### src/rtl/shift_add_multiplier.sv
// Sequential unsigned radix-2 shift-and-add multiplier.
// Each EXEC cycle conditionally adds the multiplicand to the upper half of the
// product register through a chain of 4-bit carry-look-ahead cells, then shifts
// the {carry, accumulator, multiplier} pair right by one bit. After WIDTH
// iterations the exact 2*WIDTH-bit product is held until op_clear.
module shift_add_multiplier #(
  parameter int WIDTH = 32
) (
  input  logic                 clk,
  input  logic                 reset_n,
  input  logic                 op_start,
  input  logic                 op_clear,
  input  logic [WIDTH-1:0]     multiplicand,
  input  logic [WIDTH-1:0]     multiplier,
  output logic [2*WIDTH-1:0]   result,
  output logic                 op_done,
  output logic                 busy
);

  localparam int CELLS = WIDTH / 4;
  localparam int CNT_W = $clog2(WIDTH) + 1;

  localparam logic [1:0] ST_IDLE = 2'b00;
  localparam logic [1:0] ST_EXEC = 2'b01;
  localparam logic [1:0] ST_DONE = 2'b10;

  // 4-bit carry-look-ahead cell: returns {carry_out, sum[3:0]}.
  function automatic logic [4:0] cla4(input logic [3:0] a, input logic [3:0] b, input logic cin);
    logic [3:0] g;
    logic [3:0] p;
    logic [4:0] c;
    g    = a & b;
    p    = a ^ b;
    c[0] = cin;
    c[1] = g[0] | (p[0] & c[0]);
    c[2] = g[1] | (p[1] & g[0]) | (p[1] & p[0] & c[0]);
    c[3] = g[2] | (p[2] & g[1]) | (p[2] & p[1] & g[0]) | (p[2] & p[1] & p[0] & c[0]);
    c[4] = g[3] | (p[3] & g[2]) | (p[3] & p[2] & g[1]) | (p[3] & p[2] & p[1] & g[0])
         | (p[3] & p[2] & p[1] & p[0] & c[0]);
    return {c[4], p ^ c[3:0]};
  endfunction

  logic [1:0]           state_r;
  logic [CNT_W-1:0]     count_r;
  logic [WIDTH-1:0]     mcand_r;
  logic [2*WIDTH-1:0]   result_r;
  logic                 op_done_r;
  logic                 busy_r;

  logic [WIDTH-1:0]     addend_s;
  logic [WIDTH-1:0]     sum_s;
  logic [CELLS:0]       chain_c_s;
  logic                 last_iter_s;

  // Select the addend: multiplicand when the current multiplier LSB is set, else zero.
  always_comb begin
    addend_s = {WIDTH{1'b0}};
    if (result_r[0]) begin
      addend_s = mcand_r;
    end else begin
      addend_s = {WIDTH{1'b0}};
    end
  end

  // Ripple the carry through the chain of cla4 cells over the upper product half.
  always_comb begin
    sum_s        = {WIDTH{1'b0}};
    chain_c_s    = {(CELLS+1){1'b0}};
    chain_c_s[0] = 1'b0;
    for (int i = 0; i < CELLS; i++) begin
      {chain_c_s[i+1], sum_s[4*i +: 4]} =
        cla4(result_r[WIDTH + 4*i +: 4], addend_s[4*i +: 4], chain_c_s[i]);
    end
  end

  assign last_iter_s = (count_r == CNT_W'(WIDTH - 1));

  // Control FSM, iteration counter and product/operand registers.
  always_ff @(posedge clk or negedge reset_n) begin
    if (!reset_n) begin
      state_r   <= ST_IDLE;
      count_r   <= {CNT_W{1'b0}};
      mcand_r   <= {WIDTH{1'b0}};
      result_r  <= {(2*WIDTH){1'b0}};
      op_done_r <= 1'b0;
      busy_r    <= 1'b0;
    end else if (op_clear) begin
      state_r   <= ST_IDLE;
      count_r   <= {CNT_W{1'b0}};
      result_r  <= {(2*WIDTH){1'b0}};
      op_done_r <= 1'b0;
      busy_r    <= 1'b0;
    end else begin
      case (state_r)
        ST_IDLE: begin
          if (op_start) begin
            mcand_r  <= multiplicand;
            result_r <= {{WIDTH{1'b0}}, multiplier};
            count_r  <= {CNT_W{1'b0}};
            state_r  <= ST_EXEC;
            busy_r   <= 1'b1;
          end else begin
            state_r  <= ST_IDLE;
          end
        end
        ST_EXEC: begin
          // The top carry becomes the new MSB, so no product bit is lost.
          result_r <= {chain_c_s[CELLS], sum_s, result_r[WIDTH-1:1]};
          count_r  <= count_r + CNT_W'(1);
          if (last_iter_s) begin
            state_r   <= ST_DONE;
            busy_r    <= 1'b0;
            op_done_r <= 1'b1;
          end else begin
            state_r   <= ST_EXEC;
          end
        end
        ST_DONE: begin
          state_r <= ST_DONE;
        end
        default: begin
          state_r   <= ST_IDLE;
          count_r   <= {CNT_W{1'b0}};
          result_r  <= {(2*WIDTH){1'b0}};
          op_done_r <= 1'b0;
          busy_r    <= 1'b0;
        end
      endcase
    end
  end

  assign result  = result_r;
  assign op_done = op_done_r;
  assign busy    = busy_r;

endmodule

### config.mk
export PLATFORM = sky130hd
export DESIGN_NAME = shift_add_multiplier
export DESIGN_NICKNAME = d
export VERILOG_FILES = /design/src/rtl/shift_add_multiplier.sv
export SDC_FILE = /design/constraint.sdc
export NUM_CORES = 1
export LEC_CHECK = 0
export ABC_AREA = 1
export ABC_CLOCK_PERIOD_IN_PS = 3100
export CORE_MARGIN = 2
export CORE_UTILIZATION = 46
export CTS_CLUSTER_DIAMETER = 60
export DETAILED_ROUTE_END_ITERATION = 10
export MAX_ROUTING_LAYER = met4
export PLACE_DENSITY = 0.84
export SLEW_MARGIN = 20
export SYNTH_ARGS = -nofsm -noshare
export SYNTH_HDL_FRONTEND = slang
export SYNTH_SLANG_ARGS = --single-unit
### constraint.sdc
create_clock -name clk -period 3.1 [get_ports clk]
set_input_delay 0.62 -clock clk [delete_from_list [all_inputs] [get_ports clk]]
set_output_delay 0.62 -clock clk [all_outputs]
set_load 0.01 [all_outputs]
==> metrics.yaml <==
outcome:
  status: "finished, final reports clean"
yosys:
  syn_area_per_cell_um2: 9.007
  synthesis.area_um2: 5792
  ys_seq_area_share_pct: 45.80
  yosys_warnings: 0
  ys_seq_elements: 106
  synth_mux_area_share_pct: 6.222
  synthAdderAreaFrac_pct: 9.894
  synth_compound_area_share_pct: 12.68
  synth.net_count: 752
  ys_types: 30
  synth_top_family_by_area: "simple AND/OR/NAND/NOR gates"
  netlist_instances: 643
  synthSimpleGateAreaFrac_pct: 17.80
  synth_xor_area_share_pct: 1.361
critical_path:
  critical_path_required_ns: 3.34
  cp_slowest_cell: "dfrtp_4"
  path_cells: "buf_4, nand2_1, inv_1, ha_4, a21oi_1, nand2_1, nor2_2, nand2_4, nand2_4, nand2_4, nand2_4, nand2_4, nand2_4, nand2_4, nand2_4, nand2_4, nand2_4, nand2_4, fa_1, xnor2_1, o21ai_1"
  critPathMostFrequentCell: "nand2_4"
  end_kind: "flip-flop"
  cp.arrival_ns: 3.23
  crit_path_start_kind: "flip-flop"
  cp_max_fo: 6
  crit_path_max_incr_delay_ns: 0.52
  critical_path_class: "flip-flop to flip-flop"
  critical_path_buf_inv_count: 2
  critical-path-top-delay-family: "simple AND/OR/NAND/NOR gates"
cts:
  cts_buffers: 9
  htreeDepth: 3
  path_clk_slew_ns: 0.07
  clock_sinks: 106
  cts-root-buf: "clkbuf_16"
  cts_hold_buf: 0
  cts_tree: "yes"
  clockBufferDepth: 2
  clock_latency_ns: 0.36
flow_run:
  drv_cap: 0
place:
  io_buffers: 133
  placed_cells: 930
  dpl.hpwl_mm: 9.587
  gp_congestion: 0.8606
  place_ws_ns: 0.01539
layout:
  finalNetCount: 885
  area_growth_pct: 33.59
  diodes: 0
  fin_cells: 949
  final_util_pct: 63.62
  layout-drive-gt1-share_pct: 11.91
  final_common_cell: "nand2_1"
  layout_common_cells: "nand2_1 (161), clkdlybuf4s50_1 (132), dfrtp_1 (105), inv_1 (67), o21ai_0 (55)"
power:
  power.switching_mw: 1.004
  cellInternalPower_mw: 2.569
  clockPowerShare_pct: 32.6
  power.density_nw_per_um2: 461.8
  power_frac_seq_pct: 46.6
  switching_share_pct: 28.10
  leakage_nw: 3.766
  ir_drop_mv: 0.3385
  power_frac_comb_pct: 20.8
sta:
  holdWs_ns: 0.2443
  fin_crit_sh_pct: 96.27
  fmax_ghz: 0.3351
  tightest_slew_ns: 0.5529
  skew_ns: 0.007686
  slew_headroom_pct: 63.14
  worst_slack_ns: 0.1155
  rsz0062_at_grt: "true"
  period_minus_slack_ns: 2.985
  slew_violations: 0
  final_hold_viol_count: 0
  setup_viol_count_final: 0
worst_hold_path:
  hold_class: "primary input to async pin"
route:
  drt_iter0_markers: 224
  wl_per_cell_um: 14.49
  vias_per_cell: 5.144
  drc: 0
  wirelength_mm: 13.76
  num_vias: 4882
  drt-pass1-iter-count: 4
  ant_nets: 0
die:
  die_w_um: 116.2
  start_util_pct: 47.62
  io_pins: 134
  coreArea_um2: 12160
  fp.dieH_um: 116.2
  rows: 40
  die_area_um2: 13500
global_routing:
  grt_pass1_wl_mm: 22.10
  grt_overflow_total: 0
  grt_use_met2_pct: 34.93
  top_usage_layer: "met2"
  track_usage_pct: 21.43
  antenna_found_initial: 0
  grt_pass1_vias: 4676
  grt_max_degree: 63
  grt_util_met3_pct: 5.034
  use_met1_pct: 26.74
==> logic make-up after synthesis <==
family | count (synthesis)
XOR/XNOR | 9
flip-flops | 106
AND/OR/NAND/NOR | 234
buffers and inverters | 96
AO/OA/AOI/OAI | 125
multiplexers | 32
adder cells (fa/ha/maj) | 41
==> power by group through the flow <==
stage,Sequential (mW),Clock (mW),Combinational (mW)
6_report,1.66,1.17,0.743
5_1_grt,1.69,1.24,0.829
4_1_cts,1.67,1.19,0.731
3_5_place_dp,1.69,0,0.724
3_3_place_gp,1.69,0,0.709
2_1_floorplan,1.68,0,0.368
==> synth_stat cells, drive strengths merged <==
library cell	number	share of area, %
o21bai	2	0.26
a21oi	25	2.2
nor2	21	1.4
nor3	8	0.69
o32ai	1	0.15
ha	33	7.1
nand3	19	1.6
o31ai	1	0.13
and3	2	0.22
fa	8	2.8
xnor2	9	1.4
o21ai	59	5.1
a31oi	2	0.22
mux2	32	6.2
a32o	3	0.52
dfrtp	106	46
nor4	2	0.22
inv	68	4.4
a22oi	32	4.1
nand4	2	0.22
clkbuf	27	1.7
nand3b	1	0.13
nand2	177	13
buf	1	0.086
or2	2	0.22
==> state kept, by name, indices dropped and copies added (netlist names) <==
name and flops:
result 64, mcand_r 32, count_r 6, state_r 2, busy 1, op_done 1
==> layer usage <==
metal,wire length [µm],part of all wire (%)
met5,0,0
met4,312,2.3
met3,674,4.9
met2,6827,50
met1,5941,43
==> stage by stage <==
step	area (µm²)	power, mW	TNS [ns]
2_1_floorplan	5792	2.051	0
3_3_place_gp	7368	2.394	0
3_5_place_dp	7368	2.416	0
4_1_cts	7672	3.582	0
5_1_grt	7737	3.755	-0.06419
6_report	7737	3.573	0
==> final cells by class <==
type / instances / area, µm²
well taps: 168 / 210.2
multi-input cells: 441 / 2831
repair buffers: 150 / 1481
inverters: 68 / 255.2
fillers: 1020 / 4424
clock buffers: 9 / 225.2
flip-flops and latches: 106 / 2656
clock inverters: 7 / 77.57
==> path summary, 6_finish.rpt <==
kind                                   from  slack, ns          end  depth (start not counted)
worst max-delay path              result[0]       0.12   result[60]                         21
worst min-delay path                reset_n       0.24    result[1]                          1
worst max register to register    result[0]       0.12   result[60]                         21
worst min register to register  mcand_r[22]       0.50  mcand_r[22]                          1
max in group asynchronous           reset_n       2.18   result[55]                          2
min in group clk                mcand_r[22]       0.50  mcand_r[22]                          1
==> timing repair <==
action | 4_1_cts | 5_1_grt
endpoints found under the setup margin | 1 | 1
pin swaps | 0 | 2
gates resized for setup | 1 | 12
setup buffers | 0 | 3
No activity file was read; power rests on OpenSTA's default activity.
